--- config.mk ---
export PLATFORM = sky130hd
export DESIGN_NAME = network_interface_flat
export DESIGN_NICKNAME = d
export VERILOG_FILES = /design/src/rtl/network_interface_if.sv /design/src/rtl/network_interface.sv /design/src/flat_wrapper.sv
export SDC_FILE = /design/constraint.sdc
export NUM_CORES = 1
export LEC_CHECK = 0
export CAP_MARGIN = 20
export CORE_MARGIN = 3
export CORE_UTILIZATION = 55
export CTS_CLUSTER_DIAMETER = 50
export CTS_CLUSTER_SIZE = 8
export DETAILED_ROUTE_END_ITERATION = 10
export PLACE_DENSITY = 0.84
export SLEW_MARGIN = 20
export SYNTH_ARGS = -nofsm -noshare
export SYNTH_HDL_FRONTEND = slang
export SYNTH_SLANG_ARGS = --single-unit
--- constraint.sdc ---
create_clock -name i_clk -period 4.1 [get_ports i_clk]
set_clock_uncertainty 0.05 [all_clocks]
set_input_delay 0.82 -clock i_clk [delete_from_list [all_inputs] [get_ports i_clk]]
set_output_delay 0.82 -clock i_clk [all_outputs]
set_load 0.02 [all_outputs]
--- src/rtl/network_interface_if.sv ---
`default_nettype none
// ============================================================================
//  Module      : pa_noc (package) / network_interface_if (interface)
//  Description : NoC-wide packet width and the grouped core/router signal
//                bundle for the network interface.
//                Port summary (through the modports):
//                  core TX : i_txData, i_txDestRow, i_txDestCol, i_txValid,
//                            o_txReady
//                  router  : o_routerPacket, o_routerValid, i_routerReady,
//                            i_routerPacket, i_routerValid, o_routerReady
//                  core RX : o_rxData, o_rxValid, i_rxReady
//                  status  : o_rxOverflow, o_txCount, o_rxCount,
//                            o_rxMisroute (only with NI_DEST_CHECK_EN)
//                Modport "slave" is the NI side; "master" is the
//                core/router environment side.
//  Revision    : 1.0 - initial release
// ============================================================================

package pa_noc;
  localparam int PACKET_WIDTH = 12;
endpackage

interface network_interface_if #(
  parameter int GRID_WIDTH = 4,
  parameter int CNT_W      = 16
);
  localparam int COORD_WIDTH = $clog2(GRID_WIDTH);
  localparam int PAYLOAD_W   = pa_noc::PACKET_WIDTH - 2 * COORD_WIDTH;

  logic [PAYLOAD_W-1:0]           i_txData;
  logic [COORD_WIDTH-1:0]         i_txDestRow;
  logic [COORD_WIDTH-1:0]         i_txDestCol;
  logic                           i_txValid;
  logic                           o_txReady;
  logic [pa_noc::PACKET_WIDTH-1:0] o_routerPacket;
  logic                           o_routerValid;
  logic                           i_routerReady;
  logic [pa_noc::PACKET_WIDTH-1:0] i_routerPacket;
  logic                           i_routerValid;
  logic                           o_routerReady;
  logic [PAYLOAD_W-1:0]           o_rxData;
  logic                           o_rxValid;
  logic                           i_rxReady;
  logic                           o_rxOverflow;
  logic [CNT_W-1:0]               o_txCount;
  logic [CNT_W-1:0]               o_rxCount;
`ifdef NI_DEST_CHECK_EN
  logic                           o_rxMisroute;
`endif

  modport slave (
    input  i_txData, i_txDestRow, i_txDestCol, i_txValid,
    output o_txReady,
    output o_routerPacket, o_routerValid,
    input  i_routerReady, i_routerPacket, i_routerValid,
    output o_routerReady,
    output o_rxData, o_rxValid,
    input  i_rxReady,
`ifdef NI_DEST_CHECK_EN
    output o_rxMisroute,
`endif
    output o_rxOverflow, o_txCount, o_rxCount
  );

  modport master (
    output i_txData, i_txDestRow, i_txDestCol, i_txValid,
    input  o_txReady,
    input  o_routerPacket, o_routerValid,
    output i_routerReady, i_routerPacket, i_routerValid,
    input  o_routerReady,
    input  o_rxData, o_rxValid,
    output i_rxReady,
`ifdef NI_DEST_CHECK_EN
    input  o_rxMisroute,
`endif
    input  o_rxOverflow, o_txCount, o_rxCount
  );
endinterface

`default_nettype wire

--- src/rtl/network_interface.sv ---
`default_nettype none
// ============================================================================
//  Module      : network_interface
//  Description : Local NI between a core and its mesh router NI port.
//                TX: assembles {payload, dest row, dest col} into a 2-entry
//                FIFO and injects into the router. RX: buffers router
//                packets in a 2**RX_ADDR_W FIFO and hands payloads to the
//                core over valid/ready.
//                Ports: i_clk, i_srst (sync, active-high) and the
//                network_interface_if.slave bundle (see interface file).
//                Optional macro NI_DEST_CHECK_EN: drop incoming packets not
//                addressed to (NI_ROW, NI_COL) and flag o_rxMisroute.
//  Revision    : 1.0 - initial release
// ============================================================================

module network_interface #(
  parameter int GRID_WIDTH = 4,
  parameter int NI_ROW     = 0,
  parameter int NI_COL     = 0,
  parameter int RX_ADDR_W  = 2,
  parameter int CNT_W      = 16
) (
  input  wire logic           i_clk,
  input  wire logic           i_srst,
  network_interface_if.slave  bus
);

  localparam int COORD_WIDTH = $clog2(GRID_WIDTH);
  localparam int PKT_W       = pa_noc::PACKET_WIDTH;
  localparam int PAYLOAD_W   = PKT_W - 2 * COORD_WIDTH;
  localparam int RX_DEPTH    = 1 << RX_ADDR_W;
  localparam logic [RX_ADDR_W:0] RX_FULL_CNT   = (RX_ADDR_W + 1)'(RX_DEPTH);
  localparam logic [RX_ADDR_W:0] RX_ALMOST_CNT = (RX_ADDR_W + 1)'(RX_DEPTH - 1);

  // --------------------------------------------------------------------------
  // TX path: 2-entry packet FIFO
  // --------------------------------------------------------------------------
  logic [PKT_W-1:0] tx_mem [2];
  logic             tx_wr_ptr;
  logic             tx_rd_ptr;
  logic [1:0]       tx_count;
  logic             tx_push;
  logic             tx_pop;
  logic [CNT_W-1:0] tx_pkt_cnt;

  assign bus.o_txReady = (tx_count != 2'd2);
  assign tx_push       = bus.i_txValid && (tx_count != 2'd2);
  // Router FIFO captures on valid alone, so valid already implies acceptance.
  assign tx_pop        = (tx_count != 2'd0) && bus.i_routerReady;

  assign bus.o_routerValid  = tx_pop;
  assign bus.o_routerPacket = tx_pop ? tx_mem[tx_rd_ptr] : '0;
  assign bus.o_txCount      = tx_pkt_cnt;

  always_ff @(posedge i_clk) begin
    if (tx_push) begin
      tx_mem[tx_wr_ptr] <= {bus.i_txData, bus.i_txDestRow, bus.i_txDestCol};
    end
  end

  always_ff @(posedge i_clk) begin
    if (i_srst) begin
      tx_wr_ptr  <= 1'b0;
      tx_rd_ptr  <= 1'b0;
      tx_count   <= 2'd0;
      tx_pkt_cnt <= '0;
    end else begin
      if (tx_push) tx_wr_ptr <= ~tx_wr_ptr;
      if (tx_pop) begin
        tx_rd_ptr  <= ~tx_rd_ptr;
        tx_pkt_cnt <= tx_pkt_cnt + CNT_W'(1);
      end
      tx_count <= tx_count + {1'b0, tx_push} - {1'b0, tx_pop};
    end
  end

  // --------------------------------------------------------------------------
  // RX path: payload FIFO
  // --------------------------------------------------------------------------
  logic [PAYLOAD_W-1:0] rx_mem [RX_DEPTH];
  logic [RX_ADDR_W-1:0] rx_wr_ptr;
  logic [RX_ADDR_W-1:0] rx_rd_ptr;
  logic [RX_ADDR_W:0]   rx_count;
  logic                 rx_full;
  logic                 rx_empty;
  logic                 rx_push;
  logic                 rx_pop;
  logic                 dest_ok;
  logic                 rx_overflow;
  logic [CNT_W-1:0]     rx_pkt_cnt;

`ifdef NI_DEST_CHECK_EN
  logic rx_misroute;
  assign dest_ok = (bus.i_routerPacket[2*COORD_WIDTH-1:COORD_WIDTH] == COORD_WIDTH'(NI_ROW))
                && (bus.i_routerPacket[COORD_WIDTH-1:0] == COORD_WIDTH'(NI_COL));
  assign bus.o_rxMisroute = rx_misroute;
`else
  // Destination fields are deliberately ignored in this build.
  logic unused_dest_bits;
  assign unused_dest_bits = ^bus.i_routerPacket[2*COORD_WIDTH-1:0];
  assign dest_ok = 1'b1;
`endif

  assign rx_full  = (rx_count == RX_FULL_CNT);
  assign rx_empty = (rx_count == '0);
  assign rx_pop   = !rx_empty && bus.i_rxReady;
  // A pop in the same cycle frees a slot, so a full FIFO can still accept.
  assign rx_push  = bus.i_routerValid && dest_ok && (!rx_full || rx_pop);

  // Deassert one early: the router may already have a packet in flight.
  assign bus.o_routerReady = (rx_count < RX_ALMOST_CNT);
  assign bus.o_rxValid     = !rx_empty;
  assign bus.o_rxData      = rx_empty ? '0 : rx_mem[rx_rd_ptr];
  assign bus.o_rxOverflow  = rx_overflow;
  assign bus.o_rxCount     = rx_pkt_cnt;

  always_ff @(posedge i_clk) begin
    if (rx_push) begin
      rx_mem[rx_wr_ptr] <= bus.i_routerPacket[PKT_W-1:2*COORD_WIDTH];
    end
  end

  always_ff @(posedge i_clk) begin
    if (i_srst) begin
      rx_wr_ptr   <= '0;
      rx_rd_ptr   <= '0;
      rx_count    <= '0;
      rx_overflow <= 1'b0;
      rx_pkt_cnt  <= '0;
`ifdef NI_DEST_CHECK_EN
      rx_misroute <= 1'b0;
`endif
    end else begin
      if (rx_push) rx_wr_ptr <= rx_wr_ptr + RX_ADDR_W'(1);
      if (rx_pop) begin
        rx_rd_ptr  <= rx_rd_ptr + RX_ADDR_W'(1);
        rx_pkt_cnt <= rx_pkt_cnt + CNT_W'(1);
      end
      case ({rx_push, rx_pop})
        2'b10:   rx_count <= rx_count + (RX_ADDR_W + 1)'(1);
        2'b01:   rx_count <= rx_count - (RX_ADDR_W + 1)'(1);
        default: rx_count <= rx_count;
      endcase
      if (bus.i_routerValid && dest_ok && rx_full && !rx_pop) begin
        rx_overflow <= 1'b1;
      end
`ifdef NI_DEST_CHECK_EN
      if (bus.i_routerValid && !dest_ok) begin
        rx_misroute <= 1'b1;
      end
`endif
    end
  end

endmodule

`default_nettype wire

--- src/flat_wrapper.sv ---
// flat-port wrapper written by rule: the top's interface ports become plain ports
module network_interface_flat 
#(
  parameter int GRID_WIDTH = 4,
  parameter int NI_ROW     = 0,
  parameter int NI_COL     = 0,
  parameter int RX_ADDR_W  = 2,
  parameter int CNT_W      = 16
)
  (i_clk, i_srst, bus_i_txData, bus_i_txDestRow, bus_i_txDestCol, bus_i_txValid, bus_o_txReady, bus_o_routerPacket, bus_o_routerValid, bus_i_routerReady, bus_i_routerPacket, bus_i_routerValid, bus_o_routerReady, bus_o_rxData, bus_o_rxValid, bus_i_rxReady, bus_o_rxOverflow, bus_o_txCount, bus_o_rxCount);
  network_interface_if #(.GRID_WIDTH(GRID_WIDTH), .CNT_W(CNT_W)) bus_i ();
  input  wire logic i_clk;
  input  wire logic i_srst;
  input wire logic [$bits(bus_i.i_txData)-1:0] bus_i_txData;
  input wire logic [$bits(bus_i.i_txDestRow)-1:0] bus_i_txDestRow;
  input wire logic [$bits(bus_i.i_txDestCol)-1:0] bus_i_txDestCol;
  input wire logic [$bits(bus_i.i_txValid)-1:0] bus_i_txValid;
  output wire logic [$bits(bus_i.o_txReady)-1:0] bus_o_txReady;
  output wire logic [$bits(bus_i.o_routerPacket)-1:0] bus_o_routerPacket;
  output wire logic [$bits(bus_i.o_routerValid)-1:0] bus_o_routerValid;
  input wire logic [$bits(bus_i.i_routerReady)-1:0] bus_i_routerReady;
  input wire logic [$bits(bus_i.i_routerPacket)-1:0] bus_i_routerPacket;
  input wire logic [$bits(bus_i.i_routerValid)-1:0] bus_i_routerValid;
  output wire logic [$bits(bus_i.o_routerReady)-1:0] bus_o_routerReady;
  output wire logic [$bits(bus_i.o_rxData)-1:0] bus_o_rxData;
  output wire logic [$bits(bus_i.o_rxValid)-1:0] bus_o_rxValid;
  input wire logic [$bits(bus_i.i_rxReady)-1:0] bus_i_rxReady;
  output wire logic [$bits(bus_i.o_rxOverflow)-1:0] bus_o_rxOverflow;
  output wire logic [$bits(bus_i.o_txCount)-1:0] bus_o_txCount;
  output wire logic [$bits(bus_i.o_rxCount)-1:0] bus_o_rxCount;
  assign bus_i.i_txData = bus_i_txData;
  assign bus_i.i_txDestRow = bus_i_txDestRow;
  assign bus_i.i_txDestCol = bus_i_txDestCol;
  assign bus_i.i_txValid = bus_i_txValid;
  assign bus_o_txReady = bus_i.o_txReady;
  assign bus_o_routerPacket = bus_i.o_routerPacket;
  assign bus_o_routerValid = bus_i.o_routerValid;
  assign bus_i.i_routerReady = bus_i_routerReady;
  assign bus_i.i_routerPacket = bus_i_routerPacket;
  assign bus_i.i_routerValid = bus_i_routerValid;
  assign bus_o_routerReady = bus_i.o_routerReady;
  assign bus_o_rxData = bus_i.o_rxData;
  assign bus_o_rxValid = bus_i.o_rxValid;
  assign bus_i.i_rxReady = bus_i_rxReady;
  assign bus_o_rxOverflow = bus_i.o_rxOverflow;
  assign bus_o_txCount = bus_i.o_txCount;
  assign bus_o_rxCount = bus_i.o_rxCount;
  network_interface #(.GRID_WIDTH(GRID_WIDTH), .NI_ROW(NI_ROW), .NI_COL(NI_COL), .RX_ADDR_W(RX_ADDR_W), .CNT_W(CNT_W)) u_core (.i_clk(i_clk), .i_srst(i_srst), .bus(bus_i));
endmodule
==> run_results.csv <==
group,metric,value,unit
run_status,outcome,"finished clean",
clocking,clock_sinks,103,
worst_setup_path,required,3.23,ns
synth,syn_nets,399,
sta,finalHoldViolations,0,
clocking,post_cts_buffers,0,
global_routing,grt_pass1_wl,13600,um
sta,setup_tns,0,ns
synth,synthCells,360,
sta,worst_slack,0.685,ns
detailed_routing,wire_per_inst,15.3,um
final_layout,layout_commonest_cell,"clkdlybuf4s50_1",
synth,ys.warnings.count,0,
final_layout,num_antenna_cells,0,
worst_hold_path,hold_start,"u_core.bus.o_txCount[15]$_SDFFE_PP0P_",
clocking,htree_levels,3,
global_routing,grt_use_met2,33.8,%
die,core_area,7450,sq um
die,die_width,94.9,um
sta,fin_crit_sh,83.3,%
worst_setup_path,crit_start,"bus_i_routerReady",
clocking,holdBufCountCts,0,
detailed_routing,routed_wl,8310,um
detailed_routing,via_per_inst,5.28,
sta,fmax,293,MHz
clocking,cts.clk_slew.worst_paths,0.08,ns
clocking,root_buffer,"clkbuf_8",
clocking,numCtsBuffers,9,
power_and_ir_drop,vdd_drop_max,0.000290,V
worst_setup_path,reg2reg_to,"u_core.rx_count[2]$_SDFFE_PP0P_",
die,std_cell_rows,31,
synth,yosys-top-cells-area,"edfxtp_1 (39%), dfxtp_1 (22%), nor2_1 (4.6%)",
die,die_area,9000,sq um
detailed_routing,drt_iter0_markers,179,
global_routing,grt_usage,19.7,%
die,die_y,94.9,um
global_routing,grt_pass1_vias,2835,
synth,yosys.area.top_type,"edfxtp_1",
clocking,cts_tree,"done",
synth,synth_top_area_share,38.7,%
sta,slew_viol_final,0,
sta,period_needed,3.42,ns
global_routing,met3_usage,5.26,%
worst_setup_path,path_max_fanout,13,
placed_design,post-dp-hpwl,5910,um
clocking,cts_buffer_depth,2,
synth,yosysSeqAreaShare,60.4,%
detailed_routing,routed-via-count,2867,
clocking,clk_latency,0.36,ns
worst_setup_path,worstSetupEndpoint,"bus_o_routerPacket[2]",
die,initial_utilization,58.3,%
power_and_ir_drop,power_leakage,1.85,nW
detailed_routing,drc,0,
worst_setup_path,start_kind,"primary input",
global_routing,antenna_found_initial,0,
sta,worst-slew-pin-transition,0.990,ns
placed_design,port_buffers,82,
global_routing,grt_max_degree,36,
final_layout,final_cell_mix,"clkdlybuf4s50_1 (81), edfxtp_1 (56), nor2_1 (53)",
run,maxCapViolCount,0,
detailed_routing,ant_nets,0,
sta,setup_viol,0,
global_routing,top_usage_layer,"met2",
worst_setup_path,crit_arrival,2.55,ns
worst_setup_path,reg2reg_depth,7,
global_routing,met1_usage,24.7,%
synth,synth_area_per_cell,12.1,sq um
synth,syn_area,4340,sq um
synth,ys_ff_latch,103,
worst_setup_path,r2r_slack,1.50,ns
global_routing,gr-total-overflow,0,
placed_design,place_congestion,0.783,
die,ios,87,
final_layout,fin_nets,478,
synth,synth_ff_type,"edfxtp_1",
final_layout,area_growth,25.2,%
sta,rsz0062_at_grt,"false",
placed_design,place_ws,0.699,ns
synth,synth.distinct_cells,41,
worst_setup_path,timing.rr.start,"u_core.rx_count[1]$_SDFFE_PP0P_",
clocking,cts-resized-gates,0,
detailed_routing,first_pass_iters,4,
worst_hold_path,hold_path_class,"register to register",
final_layout,fillers,530,
final_layout,drive_gt1_share,7.21,%
synth,synthArstFlopShare,0,%
sta,relSlewSlack,33.7,%
synth,synth-edff-count,56,
power_and_ir_drop,p_per_area,446,nW/um^2
worst_setup_path,cp-end-kind,"output pin",
worst_setup_path,path_class,"primary input to output pin",
-- sequential cells by signal, indices dropped and copies added (netlist names), named ones only --
name                     count
u_core.tx_count              2
u_core.rx_count              3
u_core.tx_wr_ptr             1
u_core.bus.o_rxOverflow      1
u_core.bus.o_txCount        16
u_core.rx_rd_ptr             2
u_core.rx_wr_ptr             2
u_core.rx_mem               32
u_core.tx_mem               24
u_core.tx_rd_ptr             1
u_core.bus.o_rxCount        16
-- cell type report --
type	count	area [sq um]	share of cell area, %
tap	99	124	2.28
timing repair buffer	84	831	15.3
sequential	103	2620	48.3
clock buffer	12	166	3.06
inverter	13	48.8	0.898
clock inverter	4	51.3	0.944
multi-input combinational	228	1590	29.3
-- cell families after synthesis --
logic type      share of synthesized area [%]
simple gates                             15.5
flops                                    60.4
compound gates                           4.67
xor+xnor                                 6.05
buf+inv                                  2.97
mux                                      7.66
fa+ha+maj                                2.77
-- power breakdown --
| group | switching, W | total (W) | internal, W |
|---|---|---|---|
| logic | 0.000253 | 0.000495 | 0.000242 |
| clock network | 0.000328 | 0.000666 | 0.000338 |
| registers | 0.0000778 | 0.00126 | 0.00118 |
| total | 0.000658 | 0.00242 | 0.00176 |
-- layer usage --
layer / share of wire [%] / routed length (um)
met4: 1.0 / 86
met2: 52 / 4320
met1: 42 / 3490
met5: 0 / 0
met3: 4.9 / 411
-- cell usage after synthesis (all sizes together), types with 5 or more instances --
| cell | instances |
|---|---|
| xnor2 | 16 |
| nand4 | 6 |
| ha | 8 |
| inv | 13 |
| dfxtp | 47 |
| xor2 | 14 |
| a21oi | 13 |
| or3 | 8 |
| mux2i | 13 |
| mux4 | 8 |
| nor2b | 5 |
| nand3 | 14 |
| edfxtp | 56 |
| and2 | 13 |
| nand2 | 13 |
| nor3 | 7 |
| clkbuf | 15 |
| o21ai | 9 |
| nor4 | 6 |
| nor2 | 53 |
-- worst max-delay path: stages --
cell and delay (ns):
clkdlybuf4s50_1 0.50, o21ai_1 0.19, buf_4 0.25, nor2_1 0.16, clkdlybuf4s50_1 0.62
-- per-stage QoR --
step                      hold WS [ns]  utilization (%)  total power, W  std cells  cell area, sq um
after global routing             0.474             73.0         0.00254        543              5440
after floorplan                  0.431                -         0.00158        360              4340
after detailed placement         0.428             70.1         0.00179        527              5220
after global placement           0.410             70.1         0.00176        527              5220
after CTS                        0.444             73.0         0.00244        543              5440
final                            0.440             73.0         0.00242        543              5440
-- worst min path at each step --
stage                                                       end  cells past startpoint
after floorplan                                        register                      2
after global placement     u_core.bus.o_rxOverflow$_SDFFE_PP0P_                      2
after detailed placement  u_core.bus.o_txCount[15]$_SDFFE_PP0P_                      2
after CTS                 u_core.bus.o_txCount[15]$_SDFFE_PP0P_                      2
after global routing       u_core.bus.o_txCount[1]$_SDFFE_PP0P_                      2
final                     u_core.bus.o_txCount[15]$_SDFFE_PP0P_                      2
No activity file was read; power rests on OpenSTA's default activity.
